File: config.mk
export PLATFORM = sky130hd
export DESIGN_NAME = cmd_queue_arb
export DESIGN_NICKNAME = d
export VERILOG_FILES = /design/src/rtl/cmd_queue_arb_pkg.sv /design/src/rtl/cmd_queue_arb_rr_pick.sv /design/src/rtl/cmd_queue_arb.sv
export SDC_FILE = /design/constraint.sdc
export NUM_CORES = 1
export LEC_CHECK = 0
export CORE_AREA = 2 2 164 166
export DETAILED_ROUTE_END_ITERATION = 8
export DIE_AREA = 0 0 166 168
export GPL_TIMING_DRIVEN = 0
export PLACE_DENSITY_LB_ADDON = 0.2
export SETUP_SLACK_MARGIN = 0.02
export SYNTH_ARGS = -nofsm -noshare
export SYNTH_HDL_FRONTEND = slang
export SYNTH_SLANG_ARGS = --single-unit
File: constraint.sdc
create_clock -name clk -period 6.4 [get_ports clk]
set_input_delay 1.28 -clock clk [delete_from_list [all_inputs] [get_ports clk]]
set_output_delay 1.28 -clock clk [all_outputs]
set_load 0.03 [all_outputs]
File: src/rtl/cmd_queue_arb_pkg.sv
// Shared definitions for the command queue arbiter: command word field
// offsets, the lock FSM state type and the queue-id width helper.
`timescale 1ns/1ps
package cmd_queue_arb_pkg;

    // Field offsets inside the 80-bit command word
    localparam int ADDR_LSB = 0;
    localparam int WAIT_LSB = 32;
    localparam int CTRL_LSB = 64;
    localparam int QSEL_LSB = 72;
    localparam int LOCK_BIT = 71;

    typedef enum logic {
        UNLOCKED = 1'b0,
        LOCKED   = 1'b1
    } arb_state_t;

    // Width of a queue index; never narrower than one bit
    function automatic int qid_w(input int nq);
        return (nq > 1) ? $clog2(nq) : 1;
    endfunction

endpackage

File: src/rtl/cmd_queue_arb_rr_pick.sv
// Rotate-priority encoder: grants the first requester strictly after the
// pointer, wrapping from NQ-1 back to 0, so the pointer owner is served last.
`timescale 1ns/1ps
module rr_pick #(
    parameter int NQ = 4,
    parameter int IW = 2
) (
    input  logic [NQ-1:0] i_req,
    input  logic [IW-1:0] i_ptr,
    output logic [NQ-1:0] o_gntOnehot,
    output logic [IW-1:0] o_gntIdx,
    output logic          o_any
);

    logic [IW-1:0] w_idx;

    // Scan the requesters in rotated order and keep the first hit
    always_comb begin
        o_gntOnehot = '0;
        o_gntIdx    = '0;
        o_any       = 1'b0;
        w_idx       = '0;
        for (int i = 1; i <= NQ; i++) begin
            w_idx = IW'((int'(i_ptr) + i) % NQ);
            if (!o_any && i_req[w_idx]) begin
                o_any              = 1'b1;
                o_gntIdx           = w_idx;
                o_gntOnehot[w_idx] = 1'b1;
            end
        end
    end

endmodule

File: src/rtl/cmd_queue_arb.sv
// Round-robin arbiter that merges NQ FWFT command queues into one single-entry
// FWFT output buffer, with burst lock (ctrl bit 7), lock timeout, per-queue
// enable mask and a sticky underflow flag.
`timescale 1ns/1ps
module cmd_queue_arb
    import cmd_queue_arb_pkg::*;
#(
    parameter int NQ      = 4,
    parameter int B       = 80,
    parameter int LOCK_TO = 16
) (
    input  logic                 clk,
    input  logic                 rst,
    output logic [NQ-1:0]        q_rd_en,
    input  logic [NQ-1:0]        q_empty,
    input  logic [NQ*B-1:0]      q_dout,
    input  logic                 fifo_rd_en,
    output logic                 fifo_empty,
    output logic [B-1:0]         fifo_dout,
    output logic [qid_w(NQ)-1:0] fifo_qid,
    input  logic [NQ-1:0]        QEN_REG,
    output logic                 locked,
    output logic                 err_unf
);

    localparam int IW = qid_w(NQ);
    localparam int CW = $clog2(LOCK_TO + 1);

    arb_state_t    r_state;
    arb_state_t    w_nextState;
    logic          r_valid;
    logic [B-1:0]  r_dout;
    logic [IW-1:0] r_qid;
    logic [IW-1:0] r_ptr;
    logic [CW-1:0] r_cnt;
    logic [CW-1:0] w_nextCnt;
    logic          r_errUnf;

    logic [NQ-1:0] w_elig;
    logic [NQ-1:0] w_lockMask;
    logic [NQ-1:0] w_req;
    logic [NQ-1:0] w_gntOh;
    logic [IW-1:0] w_gntIdx;
    logic          w_any;
    logic          w_canLoad;
    logic          w_load;
    logic          w_pop;
    logic [B-1:0]  w_loadWord;
    logic [7:0]    w_ctrl;
    logic          w_lockBit;

    // While locked the pointer holds the locked queue, so it doubles as L
    assign w_elig     = QEN_REG & ~q_empty;
    assign w_lockMask = {{(NQ-1){1'b0}}, 1'b1} << r_ptr;
    assign w_req      = (r_state == LOCKED) ? (w_elig & w_lockMask) : w_elig;

    rr_pick #(
        .NQ (NQ),
        .IW (IW)
    ) u_pick (
        .i_req       (w_req),
        .i_ptr       (r_ptr),
        .o_gntOnehot (w_gntOh),
        .o_gntIdx    (w_gntIdx),
        .o_any       (w_any)
    );

    assign w_canLoad  = ~r_valid | fifo_rd_en;
    assign w_load     = w_canLoad & w_any & ~rst;
    assign w_pop      = fifo_rd_en & r_valid;
    assign w_loadWord = q_dout[int'(w_gntIdx)*B +: B];
    assign w_ctrl     = w_loadWord[CTRL_LSB +: 8];
    assign w_lockBit  = w_ctrl[LOCK_BIT-CTRL_LSB];

    assign q_rd_en    = w_load ? w_gntOh : '0;
    assign fifo_empty = ~r_valid;
    assign fifo_dout  = r_dout;
    assign fifo_qid   = r_qid;
    assign locked     = (r_state == LOCKED);
    assign err_unf    = r_errUnf;

    // Lock FSM state and timeout counter registers
    always_ff @(posedge clk) begin
        if (rst) begin
            r_state <= UNLOCKED;
            r_cnt   <= '0;
        end else begin
            r_state <= w_nextState;
            r_cnt   <= w_nextCnt;
        end
    end

    // Lock entry on ctrl[7], renewal, release on last word, mask drop or timeout
    always_comb begin
        w_nextState = r_state;
        w_nextCnt   = r_cnt;
        case (r_state)
            UNLOCKED: begin
                if (w_load && w_lockBit) begin
                    w_nextState = LOCKED;
                    w_nextCnt   = '0;
                end
            end
            LOCKED: begin
                if (!QEN_REG[r_ptr]) begin
                    w_nextState = UNLOCKED;
                end else if (w_load) begin
                    if (w_lockBit) begin
                        w_nextCnt = '0;
                    end else begin
                        w_nextState = UNLOCKED;
                    end
                end else if (w_canLoad) begin
                    if (r_cnt == CW'(LOCK_TO - 1)) begin
                        w_nextState = UNLOCKED;
                    end else begin
                        w_nextCnt = r_cnt + 1'b1;
                    end
                end
            end
            default: w_nextState = UNLOCKED;
        endcase
    end

    // Output buffer, round-robin pointer and sticky underflow flag
    always_ff @(posedge clk) begin
        if (rst) begin
            r_valid  <= 1'b0;
            r_dout   <= '0;
            r_qid    <= '0;
            r_ptr    <= IW'(NQ - 1);
            r_errUnf <= 1'b0;
        end else begin
            if (w_load) begin
                r_valid <= 1'b1;
                r_dout  <= w_loadWord;
                r_qid   <= w_gntIdx;
                r_ptr   <= w_gntIdx;
            end else if (w_pop) begin
                r_valid <= 1'b0;
            end
            if (fifo_rd_en && !r_valid) begin
                r_errUnf <= 1'b1;
            end
        end
    end

endmodule
* Yosys cells after proc, flatten, opt, wreduce, memory -nomap -nowiden
Cells that the tools add are included.
** Word-level totals
- Bits of input ports :: 331
- Register bits :: 92
- Output and inout port bits :: 89
- Logic and storage cells :: 106
** Operators by class
- $lt $le $gt $ge :: 9
- Bitwise gates (word level) :: 13
- Reductions and logical operators :: 15
- Eq/ne operators :: 6
- Multipliers :: 1
- Muxes and demuxes :: 48
- Shift-type cells :: 2
- Add/subtract/negate cells :: 5
** Operators with widths (number)
- indexed part select 320 x 10 -> 80 bit :: 1
- two-way mux 5 bit :: 6
- two-way mux 4 bit :: 6
- two-way mux 1 bit :: 21
- less-than comparator 2 x 3 -> 1 bit (second input constant) :: 5
- bitwise OR 4 bit :: 3
- binary-select mux 1 bit (select 2 bit) :: 5
- one-hot mux 5 bit (2 select lines) :: 1
- logical AND 1 bit :: 9
- bitwise AND 4 bit :: 2
- demux 1 bit (select 2 bit) :: 4
- >= comparator 2 x 1 -> 1 bit (second input constant) :: 4
- two-way mux 2 bit :: 4
- adder 5 x 1 -> 5 bit (second input constant) :: 1
- equality test 5 x 4 -> 1 bit (second input constant) :: 1
- multiplier 2 x 3 -> 5 bit (second input constant) :: 1
- AND reduction 5 bit :: 1
- adder 2 x 1 -> 2 bit (second input constant) :: 2
- adder 2 bit (second input constant) :: 2
- zero test 1 bit :: 4
- NOT 4 bit :: 1
- left shift 1 x 2 -> 4 bit (first input constant) :: 1
- bitwise AND 1 bit :: 3
- != test 3 x 1 -> 1 bit (second input constant) :: 1
- other kinds (8) :: 10

* Logic depth before layout (Yosys ltp)
- Depth in word-level cells :: 22
- Mapped depth :: 15
- Mapped depth without buffers :: 10

* By module
From an unflattened synthesis, not the netlist that was laid out.
** Unflattened totals
- Cells, all modules :: 436
- Area total of the unflattened synthesis :: 5542.8 µm²
** By module, submodules not included
- cmd_queue_arb :: area an instance 4913.5 µm², times used 1, seq. area each 1841.8 µm², cells an instance 350
- rr_pick :: area an instance 629.4 µm², times used 1, seq. area each 0.0 µm², cells an instance 86

* Least setup slack after synthesis
OpenSTA, ideal clock, no wires.
- Kind :: input to output
- Start :: input q_empty[2]
- End :: output q_rd_en[0]
- Required time :: 5.120 ns
- Buffers on the path :: 0
- Slack :: 2.017 ns
- Stages :: 6
- Arrival :: 3.103 ns
- Cell sequence :: nand2b_1 > or2_1 > mux4_2 > nor3_1 > a221oi_1 > nor2_1
** On the way
- Word-level cells in the longest chain between the ends :: 19
- Elaborated cells between the ends (all ways) :: 32
- Those cells by class :: mux: 18; bitwise: 8; reduce/logical: 6
** RTL lines
- start, declared :: RTL line cmd_queue_arb.sv:15 : input logic [NQ-1:0] q_empty,
- NOT 4 bit * :: RTL line cmd_queue_arb.sv:53 : assign w_elig = QEN_REG & ~q_empty;
- bitwise AND 4 bit * :: RTL line cmd_queue_arb.sv:53
- bitwise AND 4 bit :: RTL line cmd_queue_arb.sv:55 : assign w_req = (r_state == LOCKED) ? (w_elig & w_lockMask) : w_elig;
- two-way mux 4 bit * :: RTL line cmd_queue_arb.sv:55
- binary-select mux 1 bit (select 2 bit) :: RTL line cmd_queue_arb_rr_pick.sv:25 : if (!o_any && i_req[w_idx]) begin
- two-way mux 1 bit (not written as such) :: RTL line cmd_queue_arb_rr_pick.sv:25
- two-way mux 1 bit :: RTL line cmd_queue_arb_rr_pick.sv:25
- zero test 1 bit :: RTL line cmd_queue_arb_rr_pick.sv:25
- [2 not listed]
- zero test 1 bit :: RTL line cmd_queue_arb_rr_pick.sv:25
- logical AND 1 bit :: RTL line cmd_queue_arb_rr_pick.sv:25
- two-way mux 1 bit :: RTL line cmd_queue_arb_rr_pick.sv:25
- zero test 1 bit :: RTL line cmd_queue_arb_rr_pick.sv:25
- logical AND 1 bit :: RTL line cmd_queue_arb_rr_pick.sv:25
- two-way mux 1 bit :: RTL line cmd_queue_arb_rr_pick.sv:25
- bitwise AND 1 bit (2 in series) :: RTL line cmd_queue_arb.sv:69 : assign w_load = w_canLoad & w_any & ~rst;
- two-way mux 4 bit * :: RTL line cmd_queue_arb.sv:75 : assign q_rd_en = w_load ? w_gntOh : '0;
- end, declared :: RTL line cmd_queue_arb.sv:14 : output logic [NQ-1:0] q_rd_en,
Every way passes the cells marked *; elsewhere a longest branch is shown, timed or not. The select of a mux whose other input is x is not followed.

* Final worst setup path
- Start :: register r_ptr[1]
- End :: output q_rd_en[1]
** On the way
- Word-level cells in the longest chain between the ends :: 18
- Elaborated cells between the ends (all ways) :: 55
- Those cells by class :: add/sub: 4; order compare: 8; shift: 1; mux: 26; bitwise: 6; reduce/logical: 10
** RTL lines
- start, declared :: RTL line cmd_queue_arb.sv:34 : logic [IW-1:0] r_ptr;
- start signal, assigned :: RTL line cmd_queue_arb.sv:131 : r_ptr <= IW'(NQ - 1);
- start signal, assigned :: RTL line cmd_queue_arb.sv:138 : r_ptr <= w_gntIdx;
- parallel branches: the longest is 17 deep, another holds less-than comparator 2 x 3 -> 1 bit
- two-way mux 4 bit * :: RTL line cmd_queue_arb.sv:75
Every way passes the cells marked *. The select of a mux whose other input is x is not followed.

==> impl_metrics.csv <==
group,metric,value,unit
floorplan,dieArea,27890,µm²
final_layout,final_cell_mix,"419 x clkdlybuf4s50_1, 158 x mux2i_1, 92 x dfxtp_1",
floorplan,core_area,26350,µm²
clocking,cts_hold_buf,0,
power_and_ir_drop,power_density,502.2,nW/µm²
route,drt_first_pass_iters,4,
logic_synthesis,ys_ff_latch,92,
setup_path,required,5120,ps
final_layout,fill_cells,2707,
global_route,grt_pass1_wl,41080,µm
route,routedWlPerCell,20.21,µm
clocking,root_buffer,"clkbuf_16",
route,ant_nets,0,
place,port_buffers,419,
final_layout,final_common_cell,"clkdlybuf4s50_1",
route,drc,0,
clocking,max-clock-path-buffers,2,
logic_synthesis,ys_types,58,
timing,final_max_slew_viol_count,0,
setup_path,cp-end-kind,"output pin",
route,highest_layer,"met4",
power_and_ir_drop,vdd.ir_drop.worst,0.0002395,V
timing,rsz0062_at_grt,"false",
clocking,htreeDepth,3,
setup_path,worst_setup_path_start_kind,"register",
final_layout,layout.cells.non_filler,1390,
logic_synthesis,synth_edf_count,0,
setup_path,endpoint,"q_rd_en[1]",
logic_synthesis,synth-main-ff-cell,"dfxtp_1",
timing,fin_tns_setup,0,ps
floorplan,start_util,0.2258,
global_route,grt_max_degree,17,
logic_synthesis,synthCells,609,
setup_path,path_class,"reg2out",
power_and_ir_drop,leakagePower,0.004257,µW
job,drv_cap,0,
place,placedCellCount,1369,
clocking,cts_buffers,9,
timing,period_needed,5675,ps
logic_synthesis,syn_area,5949,µm²
global_route,grt.overflow.total,0,
timing,worst_slew_pin_slew,751.5,ps
clocking,cts.sinks,92,
min_path,min-delay-path-class,"reg2reg",
setup_path,r2r-end,"fifo_dout[70]$_SDFFE_PP0P_",
route,wl_met2,14220,µm
clocking,ctsResizeCount,0,
floorplan,chipWidth,166,µm
timing,slew-limit-headroom,0.4990,
global_route,grt_pass1_vias,6757,
clocking,cts_tree,"done",
route,wl_met3,1859,µm
place,dp_hpwl,22960,µm
clocking,clk_pin_slew_worst_paths,60,ps
logic_synthesis,ys_seq_area_frac,0.3096,
final_layout,drive_gt1_frac,0.06034,
setup_path,r2r-start,"r_ptr[1]$_SDFFE_PP1P_",
logic_synthesis,async_flop_share,0,
global_route,antenna_found_initial,6,
clocking,clk_latency,350,ps
floorplan,die_h,168,µm
global_route,track_usage,0.1933,
power_and_ir_drop,fin_total_pwr,5464,µW
logic_synthesis,syn_avg_cell_area,9.769,µm²
timing,fin_hold_ws,461.3,ps
timing,setup_viol,0,
place,place_area,10570,µm²
setup_path,worst-path-max-fanout,10,
clocking,cts_setup_buffers,0,
route,vias,6429,
setup_path,ff2ff_path_depth,12,
route,met1_length,11650,µm
logic_synthesis,yosysWarnings,0,
final_layout,nNetsFinal,1380,
timing,fin_skew,16.16,ps
place,gp_routability_congestion,0.8365,
setup_path,path_cells,"clkbuf_1 -> inv_1 -> ha_1 -> clkbuf_1 -> nand4b_1 -> a21boi_0 -> a21oi_2 -> o31ai_2 -> nor2_1 -> clkdlybuf4s50_1",
route,drt_iter0_drc,187,
timing,finalCritPeriodShare,0.8867,
setup_path,r2r_slack,1690,ps
setup_path,cp_common_cell,"clkbuf_1",
setup_path,cpMaxStageDelayCell,"o31ai_2",
final_layout,final_cell_area,10880,µm²
route,routed_via_density,4.625,
timing,fmax,0.1762,GHz
final_layout,area_growth,82.88,%
floorplan,pin_count,420,
setup_path,arrival,4390,ps
floorplan,rows,60,
logic_synthesis,syn-num-nets,950,
route,wl,28090,µm
timing,hold_violations,0,
setup_path,startpoint,"r_ptr[1]$_SDFFE_PP1P_",
status,status,"finished clean",
setup_path,crit_path_max_incr_delay,680,ps
-- layer usage --
layer  track usage  vias up
li1              -     3208
met1        0.2285     2970
met2        0.3442      229
met3       0.05642       22
met4       0.04688        0
met5             0        -
-- state kept, by name, summed over array words and instances, names as in the netlist --
| register | flops |
|---|---|
| fifo_dout | 80 |
| r_cnt | 5 |
| fifo_qid | 2 |
| r_ptr | 2 |
| err_unf | 1 |
| locked | 1 |
| r_valid | 1 |
-- worst min-delay path by stage --
stage | start | endpoint | slack (ps) | cells after the start
global route | fifo_dout[71]$_SDFFE_PP0P_ | fifo_dout[71]$_SDFFE_PP0P_ | 470 | 2
detailed placement | fifo_qid[1]$_SDFFE_PP0P_ | fifo_qid[1]$_SDFFE_PP0P_ | 450 | 2
floorplan | r_cnt[3]$_SDFFE_PP0P_ | r_cnt[3]$_SDFFE_PP0P_ | 460 | 1
finish | fifo_dout[71]$_SDFFE_PP0P_ | fifo_dout[71]$_SDFFE_PP0P_ | 460 | 2
CTS | fifo_qid[1]$_SDFFE_PP0P_ | fifo_qid[1]$_SDFFE_PP0P_ | 460 | 2
global placement | fifo_dout[71]$_SDFFE_PP0P_ | fifo_dout[71]$_SDFFE_PP0P_ | 450 | 2
-- Yosys cell counts, types with 4 or more instances --
master / instances / area share
dfxtp_1: 92 / 0.31
nor2_1: 22 / 0.014
buf_6: 9 / 0.017
buf_2: 10 / 0.0084
nand2b_1: 6 / 0.0063
nand3b_1: 4 / 0.0050
ha_1: 10 / 0.021
a221oi_1: 4 / 0.0059
a21oi_1: 8 / 0.0067
a2bb2oi_1: 80 / 0.12
mux2i_1: 158 / 0.27
o31ai_1: 4 / 0.0050
buf_4: 9 / 0.011
o21ai_1: 82 / 0.069
nand2_1: 11 / 0.0069
clkbuf_1: 22 / 0.014
a22oi_1: 6 / 0.0076
mux4_2: 6 / 0.023
inv_1: 7 / 0.0044
-- logic make-up (layout without fill, tap and decap cells) --
family | after synthesis | in the layout | synth area share
compound gates | 214 | 214 | 0.2595
fa+ha+maj | 10 | 10 | 0.02103
buf+inv | 61 | 496 | 0.05952
flops | 92 | 92 | 0.3096
mux | 164 | 164 | 0.2885
other cells | 0 | 5 | 0
simple gates | 68 | 68 | 0.06183
-- layout make-up --
| cell class | instances | area [µm²] | area share |
|---|---|---|---|
| repair buffers | 419 | 4194 | 0.3855 |
| multi-input cells | 456 | 3754 | 0.3450 |
| flip-flops and latches | 92 | 1842 | 0.1693 |
| well taps | 341 | 426.7 | 0.03921 |
| plain buffers | 51 | 316.6 | 0.02909 |
| clock buffers | 11 | 252.7 | 0.02323 |
| clock inverters | 5 | 45.04 | 0.004140 |
| inverters | 10 | 37.54 | 0.003450 |
| diodes | 5 | 12.51 | 0.001150 |
-- power breakdown --
part / leakage, µW / internal, µW / switching [µW] / total [µW]
Sequential: 0.000762 / 787 / 107 / 894
Combinational: 0.00335 / 1880 / 2140 / 4020
Clock: 0.000144 / 290 / 255 / 545
-- through the flow --
| stage | worst slack [ps] | utilization |
|---|---|---|
| floorplan | 2017 | - |
| global placement | 841.4 | 0.4011 |
| detailed placement | 847.2 | 0.4011 |
| CTS | 720.2 | 0.4124 |
| global route | 382.9 | 0.4128 |
| finish | 725.2 | 0.4129 |
-- critical path: cells and delay by family, from the launching register on --
family                   cells  cell delay [ps]
flip-flops                   1              410
buffers and inverters        4             1630
AO/OA/AOI/OAI                3             1280
adder cells (fa/ha/maj)      1              360
AND/OR/NAND/NOR              2              350
No activity file was read; power rests on OpenSTA's default activity.
